`config.mk`:
```
export PLATFORM = sky130hd
export DESIGN_NAME = truth_table_sweeper
export DESIGN_NICKNAME = d
export VERILOG_FILES = /design/src/rtl/tt_pkg.sv /design/src/rtl/tt_compare.sv /design/src/rtl/truth_table_sweeper.sv
export SDC_FILE = /design/constraint.sdc
export NUM_CORES = 1
export LEC_CHECK = 0
export ABC_AREA = 1
export CAP_MARGIN = 0
export CORE_UTILIZATION = 31
export DETAILED_ROUTE_END_ITERATION = 10
export SETUP_SLACK_MARGIN = 0.1
export SKIP_LAST_GASP = 1
export SLEW_MARGIN = 25
export SYNTH_ARGS = -nofsm -noshare
export SYNTH_HDL_FRONTEND = slang
export SYNTH_SLANG_ARGS = --single-unit
export TNS_END_PERCENT = 5
```
`constraint.sdc`:
```
create_clock -name clk -period 4.2 [get_ports clk]
set_clock_uncertainty 0.15 [all_clocks]
set_input_delay 0.63 -clock clk [delete_from_list [all_inputs] [get_ports clk]]
set_output_delay 0.63 -clock clk [all_outputs]
set_load 0.1 [all_outputs]
```
`src/rtl/tt_pkg.sv`:
```
// Shared types and defaults for the truth-table sweeper.
package tt_pkg;

  localparam int DEFAULT_N_IN = 3;
  localparam int TBL_W = 2 ** DEFAULT_N_IN;
  localparam logic [TBL_W-1:0] EXPECTED_DEFAULT = 8'h57;

  typedef enum logic [1:0] {
    IDLE    = 2'd0,
    SETTLE  = 2'd1,
    CAPTURE = 2'd2,
    DONE    = 2'd3
  } state_t;

endpackage

```
`src/rtl/tt_compare.sv`:
```
// Combinational grading of a captured truth table against the golden table.
module tt_compare #(
  parameter int N_IN = 3,
  parameter logic [2**N_IN-1:0] EXPECTED = '0
) (
  input  logic [2**N_IN-1:0] work,
  output logic               pass,
  output logic [N_IN:0]      mismatch_cnt,
  output logic [N_IN-1:0]    first_fail
);

  logic [2**N_IN-1:0] diff;
  logic               found;

  // Popcount of the difference plus a priority encoder favouring the lowest index.
  always_comb begin
    diff         = work ^ EXPECTED;
    pass         = (diff == '0);
    mismatch_cnt = '0;
    first_fail   = '0;
    found        = 1'b0;
    for (int i = 0; i < 2**N_IN; i++) begin
      if (diff[i]) begin
        mismatch_cnt = mismatch_cnt + (N_IN+1)'(1);
        if (!found) begin
          first_fail = N_IN'(i);
          found      = 1'b1;
        end
      end
    end
  end

endmodule

```
`src/rtl/truth_table_sweeper.sv`:
```
// Drives every input code to a combinational function, captures its output, grades the table.
module truth_table_sweeper
  import tt_pkg::*;
#(
  parameter int N_IN = 3,
  parameter int SETTLE_CYCLES = 2,
  parameter logic [2**N_IN-1:0] EXPECTED = EXPECTED_DEFAULT
) (
  input  logic                 clk,
  input  logic                 rst_n,
  input  logic                 start,
  input  logic                 abort,
  output logic [N_IN-1:0]      stim,
  input  logic                 resp,
  output logic                 busy,
  output logic                 done,
  output logic [2**N_IN-1:0]   table_out,
  output logic                 pass,
  output logic [N_IN:0]        mismatch_cnt,
  output logic [N_IN-1:0]      first_fail
);

  localparam int CNT_W = (SETTLE_CYCLES > 1) ? $clog2(SETTLE_CYCLES) : 1;
  localparam logic [CNT_W-1:0] LAST_CNT = CNT_W'(SETTLE_CYCLES - 1);
  localparam logic [N_IN-1:0]  LAST_IDX = {N_IN{1'b1}};

  state_t              state;
  logic [CNT_W-1:0]    cnt;
  logic [2**N_IN-1:0]  work;
  logic                cmp_pass;
  logic [N_IN:0]       cmp_cnt;
  logic [N_IN-1:0]     cmp_first;

  tt_compare #(
    .N_IN     (N_IN),
    .EXPECTED (EXPECTED)
  ) u_compare (
    .work         (work),
    .pass         (cmp_pass),
    .mismatch_cnt (cmp_cnt),
    .first_fail   (cmp_first)
  );

  // Abort is only honoured once a sweep is running; results are kept on abort.
  always_ff @(posedge clk or negedge rst_n) begin
    if (!rst_n) begin
      state        <= IDLE;
      stim         <= '0;
      busy         <= 1'b0;
      done         <= 1'b0;
      table_out    <= '0;
      pass         <= 1'b0;
      mismatch_cnt <= '0;
      first_fail   <= '0;
      work         <= '0;
      cnt          <= '0;
    end else begin
      done <= 1'b0;
      case (state)
        IDLE: begin
          if (start) begin
            state <= SETTLE;
            stim  <= '0;
            cnt   <= '0;
            work  <= '0;
            busy  <= 1'b1;
          end
        end
        SETTLE: begin
          if (abort) begin
            state <= IDLE;
            stim  <= '0;
            busy  <= 1'b0;
          end else if (cnt == LAST_CNT) begin
            state <= CAPTURE;
          end else begin
            cnt <= cnt + CNT_W'(1);
          end
        end
        CAPTURE: begin
          if (abort) begin
            state <= IDLE;
            stim  <= '0;
            busy  <= 1'b0;
          end else begin
            work[stim] <= resp;
            if (stim == LAST_IDX) begin
              state <= DONE;
              busy  <= 1'b0;
              done  <= 1'b1;
            end else begin
              stim  <= stim + N_IN'(1);
              cnt   <= '0;
              state <= SETTLE;
            end
          end
        end
        DONE: begin
          state <= IDLE;
          stim  <= '0;
          if (!abort) begin
            table_out    <= work;
            pass         <= cmp_pass;
            mismatch_cnt <= cmp_cnt;
            first_fail   <= cmp_first;
          end
        end
        default: begin
          state <= IDLE;
          stim  <= '0;
          busy  <= 1'b0;
        end
      endcase
    end
  end

endmodule

```
==> flow_summary.json, run 1 <==
{
  "die_area_um2": 7070,
  "r2r_end": "mismatch_cnt[2]",
  "synth_top_family_by_area": "simple AND/OR/NAND/NOR gates",
  "required_ns": 4.23,
  "grt_pass1_wl_mm": 8.00,
  "layout-drive-gt1-share_pct": 15.8,
  "rows": 29,
  "final_cell_mix": "nand2_1, dfrtp_1, inv_1, nand3_1, clkdlybuf4s50_1",
  "reg2reg_slack_ns": 0.40,
  "drv_slew": 0,
  "core_um2": 6420,
  "layout_min_cycle_time_ns": 3.80,
  "drc_errors": 2,
  "min_to": "first_fail[1]",
  "hold_viol": 0,
  "grt_overflow": 0,
  "cts_max_level": 2,
  "end_kind": "flip-flop",
  "fin_nets": 323,
  "synth_simple_gate_area_share_pct": 30.4,
  "period_share_pct": 90.4,
  "final_antenna_net_count": 0,
  "numCtsBuffers": 5,
  "synth_xor_xnor_area_share_pct": 0.419,
  "grt_max_degree": 33,
  "yosysSeqAreaShare_pct": 38.3,
  "worst_pin_slew_ns": 0.973,
  "n_fill_cell": 646,
  "n_antenna_cell": 0,
  "violations": "DRC",
  "synth_fa_ha_area_share_pct": 9.59,
  "ioPinCount": 26,
  "yosysUniqueCellTypes": 27,
  "die_w_um": 84.1,
  "hp-class": "reg2reg",
  "drtIter0Drc": 84,
  "worst_hold_slack_ns": 0.333,
  "fin_tns_setup_ns": 0,
  "hold_depth": 2,
  "first_global_vias": 1764,
  "ys_seq_elements": 32,
  "powerDensity_nw_per_um2": 686,
  "insertion_delay_ns": 0.30,
  "synth_area_per_cell_um2": 7.73,
  "slew_headroom_pct": 34.9,
  "muxShareOfSynthArea_pct": 0,
  "grt_usage_pct": 14.2,
  "dp_hpwl_mm": 3.30,
  "netlist_instances": 270,
  "max_freq_mhz": 263,
  "syn_area_um2": 2090,
  "syn_to_final_growth_pct": 24.1,
  "hp-start": "first_fail[1]",
  "rsz0062_at_grt": "false",
  "multi_input_area_um2": 1150,
  "cts.sinks": 32,
  "syn_nets": 291,
  "cp.arrival_ns": 3.83,
  "dr_total_vias": 1830,
  "p_leak_nw": 1.20,
  "final_common_cell": "nand2_1",
  "ir_drop_mv": 0.326,
  "r2r_start": "work[0]",
  "initial_utilization_pct": 32.5,
  "status": "finished, violations left",
  "port_buffers": 25,
  "crit_path_max_fanout": 5,
  "cts_tree": "built",
  "wire_per_inst_um": 11.7,
  "r2r_cells": 23,
  "critPathLaunchType": "flip-flop",
  "synth_warnings": 0,
  "critPathLaunch": "work[0]",
  "synth_compound_area_share_pct": 13.4,
  "viasPerCell": 4.82,
  "grt_antenna_before_repair": 0,
  "clockBufferDepth": 2,
  "wirelength_mm": 4.46,
  "clockRootBuffer": "clkbuf_8",
  "finalSetupViolations": 0,
  "crit_type": "reg2reg",
  "drt_first_pass_iters": 7,
  "register_area_um2": 801,
  "clk_transition_reported_paths_ns": 0.08,
  "die_y_um": 84.1,
  "routabilityCongestion": 0.832,
  "cap_violations": 0
}
[cell type report]
cell class              instances  area share, %
clock buffers                   5           2.66
clock inverters                 3           1.64
inverters                      40           5.79
multi-input cells             194           44.5
flip-flops and latches         32           30.9
well taps                      77           3.72
repair buffers                 29           10.8
[stage by stage]
step | setup WS, ns | utilization [%] | cells | total power [W] | area, µm²
2_1_floorplan | 0.448 | - | 270 | 0.00124 | 2090
6_report | 0.404 | 40.3 | 380 | 0.00178 | 2590
5_1_grt | 0.103 | 40.3 | 380 | 0.00189 | 2590
4_1_cts | 0.175 | 39.6 | 378 | 0.00177 | 2550
3_5_place_dp | 0.197 | 37.9 | 370 | 0.00146 | 2430
3_3_place_gp | 0.320 | 37.9 | 370 | 0.00146 | 2430
[state kept, by name (all words and copies together), names as in the netlist]
register	flops
busy	1
cnt	1
done	1
first_fail	3
mismatch_cnt	4
pass	1
state	2
stim	3
table_out	8
work	8
[synth_stat cells]
cell,n,area (µm²)
nand2_1,59,221
o211ai_1,1,7.51
clkbuf_1,3,11.3
nor2_1,18,67.6
xor2_1,1,8.76
a31oi_1,2,12.5
nand3_1,25,125
o2111ai_1,1,8.76
nand2_4,3,33.8
nand3_2,6,60.1
nand4_1,2,12.5
or2_2,2,12.5
a221oi_1,1,8.76
clkinv_1,2,7.51
o21ai_0,20,100
nand3_4,2,35.0
nor3_1,1,5.00
nand2_2,8,50.1
dfrtp_1,32,801
inv_1,33,124
o22ai_1,10,62.6
inv_2,5,18.8
nand3b_2,1,11.3
buf_1,1,3.75
ha_1,16,200
o311ai_0,1,8.76
a21oi_1,14,70.1
[power by group]
group	internal, W	switching (W)
Sequential	0.000389	0.0000506
Clock	0.000176	0.000130
Combinational	0.000268	0.000764
[kinds of logic after synthesis]
group / Yosys count
adder cells (fa/ha/maj): 16
AND/OR/NAND/NOR: 127
buffers and inverters: 44
flip-flops: 32
XOR/XNOR: 1
AO/OA/AOI/OAI: 50
[critical path, cell delays in order, from the launching register on]
cell and delay [ns]:
dfrtp_1 0.39, inv_2 0.08, ha_4 0.29, inv_1 0.06, nand2_2 0.07, nand2_1 0.05, ha_1 0.28, nand2_2 0.08
nand2_2 0.06, ha_1 0.26, or2_4 0.24, nand2_2 0.07, inv_1 0.04, ha_1 0.27, nand2_2 0.08, nand2_2 0.07
ha_1 0.26, or2_2 0.29, nand2_1 0.08, inv_1 0.06, ha_1 0.17, nand2_1 0.06, xor2_1 0.15, o21ai_1 0.07
[worst max path at each step]
stage	slack, ns	cells past startpoint	to
3_3_place_gp	0.32	23	mismatch_cnt[2]
2_1_floorplan	0.45	22	mismatch_cnt[1]
6_report	0.40	23	mismatch_cnt[2]
5_1_grt	0.10	23	mismatch_cnt[2]
4_1_cts	0.18	23	mismatch_cnt[2]
3_5_place_dp	0.20	22	mismatch_cnt[1]
[repair_timing]
item | 4_1_cts | 5_1_grt
resized for setup | 0 | 11
buffers inserted | 0 | 2
endpoints found under the setup margin | 0 | 3
hold buffers | 0 | 0
[routing by layer]
| metal | wire length [µm] | up-vias | GRT usage [%] | share of wire, % |
|---|---|---|---|---|
| li1 | - | 956 | - | - |
| met1 | 2340 | 835 | 19.1 | 52 |
| met2 | 1890 | 32 | 21.9 | 42 |
| met3 | 156 | 7 | 3.26 | 3.5 |
| met4 | 68 | 0 | 5.80 | 1.5 |
| met5 | 0 | - | 0 | 0 |
Power figures use the tool's default switching activity.
==> inputs of run 2 (changes only) <==
--- a/config.mk
+++ b/config.mk
@@ -5,7 +5,7 @@
 export SDC_FILE = /design/constraint.sdc
 export NUM_CORES = 1
 export LEC_CHECK = 0
-export ABC_AREA = 1
+export ABC_CLOCK_PERIOD_IN_PS = 4200
 export CAP_MARGIN = 0
 export CORE_UTILIZATION = 31
 export DETAILED_ROUTE_END_ITERATION = 10
==> run 2 against run 1 <==
Against the previous run: the flow now finishes without violations; final area up 4.4%; clock power down 17%; total power down 6.5%; area after synthesis up 2.3%; fmax down 4.9%; largest power group unchanged; combinational power down 5%; highest routed layer unchanged; cell count down 6.3%; setup slack worse by 0.20 ns; sequential cell count unchanged; first-iteration DRC count up 43%.
==> flow_summary.json, run 2 <==
{
  "largest_registers": "table_out x8, work x8, mismatch_cnt x4",
  "slew_headroom_pct": 35.0,
  "cp.arrival_ns": 4.06,
  "synth_area_leader_cell": "dfrtp_1",
  "ys_async_sr_fraction_pct": 100,
  "die_w_um": 85.0,
  "cts.sinks": 32,
  "routed.top_layer": "met4",
  "power.total_w": 0.00166,
  "max_freq_mhz": 251,
  "synth_area_per_cell_um2": 8.68,
  "n_fill_cell": 649,
  "grt_pass1_wl_mm": 8.28,
  "insertion_delay_ns": 0.29,
  "hp-class": "reg2reg",
  "yosysTopAreaCellShare_pct": 37.5,
  "finalSetupViolations": 0,
  "layout-drive-gt1-share_pct": 15.4,
  "worst_hold_slack_ns": 0.323,
  "syn_to_final_growth_pct": 26.7,
  "rsz0062_at_grt": "true",
  "finalWorstSetupSlack_ns": 0.208,
  "netlist_instances": 246,
  "hold_viol": 0,
  "crit_path_max_fanout": 3,
  "pre_cts_ws_ns": -0.0292,
  "cts_max_level": 2,
  "required_ns": 4.27,
  "rows": 29,
  "cap_violations": 0,
  "worst_pin_slew_ns": 0.972,
  "period_share_pct": 95.0,
  "ir_drop_mv": 0.281,
  "reg2reg_slack_ns": 0.21,
  "initial_utilization_pct": 32.9,
  "syn_nets": 267,
  "crit_type": "reg2reg",
  "postCtsHoldBufs": 0,
  "n_antenna_cell": 0,
  "drt_first_pass_iters": 4,
  "ioPinCount": 26,
  "drtIter0Drc": 120,
  "min_to": "mismatch_cnt[0]",
  "p_leak_nw": 1.13,
  "clk_transition_reported_paths_ns": 0.06,
  "syn_area_um2": 2140,
  "end_kind": "flip-flop",
  "r2r_end": "mismatch_cnt[3]",
  "hp-start": "mismatch_cnt[0]",
  "final_cell_mix": "nand2_1, dfrtp_1, o21ai_0, clkdlybuf4s50_1, buf_4",
  "cts_tree": "built",
  "grt_antenna_before_repair": 0,
  "fin_nets": 300,
  "routabilityCongestion": 0.795,
  "yosys-top-cells-count": "nand2_1, dfrtp_1, o21ai_0",
  "instances_no_fill": 356,
  "clockRootBuffer": "clkbuf_8",
  "synth.most_common_cell": "nand2_1",
  "wl_met2_mm": 2.22,
  "yosysUniqueCellTypes": 47,
  "multi_input_area_um2": 1300,
  "grt_overflow": 0,
  "clockBufferDepth": 2,
  "r2r_start": "work[0]",
  "core_um2": 6490,
  "first_global_vias": 1785,
  "final_antenna_net_count": 0,
  "dp_hpwl_mm": 3.34,
  "status": "finished, final reports clean",
  "wire_per_inst_um": 13.2,
  "dr_total_vias": 1804,
  "viasPerCell": 5.07,
  "synth_edf_count": 0,
  "grt_usage_pct": 14.2,
  "wirelength_mm": 4.70,
  "drv_slew": 0,
  "drc_errors": 0,
  "wl_met1_mm": 2.29,
  "yosysSeqAreaShare_pct": 37.5,
  "ys_seq_elements": 32,
  "die_area_um2": 7230,
  "wl_met3_um": 163,
  "r2r_cells": 20,
  "ys_top_cells_by_area": "dfrtp_1, ha_1, nand2_1",
  "grt_max_degree": 33,
  "port_buffers": 25,
  "synth_ff_type": "dfrtp_1",
  "critPathLaunchType": "flip-flop",
  "final_common_cell": "nand2_1",
  "die_y_um": 85.0,
  "synth_warnings": 0,
  "numCtsBuffers": 5,
  "powerDensity_nw_per_um2": 614,
  "dp.cells": 341,
  "layout_min_cycle_time_ns": 3.99,
  "hold_depth": 2,
  "register_area_um2": 802
}
-- run 2: changes by cell type in the layout (fill, tap and decap cells not counted), sizes merged, moves of 4 or more --
cell | previous run | this run
o21ai | 20 | 25
nand3 | 33 | 6
xnor2 | 0 | 10
nor2b | 0 | 6
nor2 | 18 | 14
nand2b | 0 | 5
buf | 4 | 16
inv | 38 | 11
nand2 | 70 | 45
-- run 2: per-stage QoR --
step / util (%) / setup TNS (ns) / cell area, µm²
after floorplan: - / 0 / 2160
after detailed placement: 38.4 / -0.0292 / 2490
after global placement: 38.4 / 0 / 2490
after global routing: 41.7 / 0 / 2710
final: 41.7 / 0 / 2710
after CTS: 40.8 / 0 / 2650
-- run 2: critical path, stage by stage (launching register included) --
cell	delay (ns)
dfrtp_1	0.41
inv_2	0.09
ha_4	0.21
xnor2_4	0.19
ha_4	0.22
nand2_1	0.08
o31a_1	0.15
inv_1	0.07
ha_4	0.27
nor2_1	0.03
a21oi_1	0.15
ha_1	0.26
nand2_1	0.07
nand2_1	0.06
or3_4	0.37
ha_1	0.18
nor2b_1	0.13
xnor3_1	0.27
a211oi_2	0.07
or4_1	0.41
nand3_1	0.08
-- run 2: worst max path at each step --
stage                 start         endpoint  slack [ns]  depth (start not counted)
global route        work[0]  mismatch_cnt[3]        0.04                         20
floorplan           work[0]  mismatch_cnt[3]        0.11                         21
CTS                 work[0]  mismatch_cnt[3]        0.18                         20
global placement    work[0]  mismatch_cnt[3]        0.07                         20
detailed placement  work[0]  mismatch_cnt[3]       -0.03                         20
finish              work[0]  mismatch_cnt[3]        0.21                         20
-- run 2: logic make-up (layout without fill, tap and decap cells) --
family | count (synthesis) | count (layout) | share of synthesized area, %
DFF | 32 | 32 | 37.5
adders and majority gates | 16 | 16 | 9.37
AOI/OAI and AO/OA | 64 | 64 | 18.8
buffers and inverters | 26 | 59 | 5.10
muxes | 2 | 2 | 0.996
and+or+nand+nor | 92 | 92 | 20.3
xor gates and xnor gates | 14 | 14 | 7.97
-- run 2: per-layer routing --
metal  global-route usage, %  up-vias
met1                    19.5      855
met3                    3.50        2
li1                        -      917
met4                    4.01        0
met5                       0        -
met2                    22.2       30
-- run 2: cell type report --
class	count	share of cell area, %
repair buffers	41	13.7
well taps	77	3.56
flip-flops and latches	32	29.6
inverters	11	1.53
clock buffers	7	3.56
multi-input cells	188	48.0
-- run 2: timing repair --
action | 4_1_cts | 5_1_grt
buffers inserted | 5 | 3
gates resized for setup | 4 | 5
endpoints found under the setup margin | 2 | 3
pin swaps | 5 | 4
-- run 2: report_power, final --
group          internal, W  total [W]  switching, W
Clock             0.000146   0.000255      0.000109
Combinational     0.000304   0.000976      0.000672
Sequential        0.000380   0.000430     0.0000494
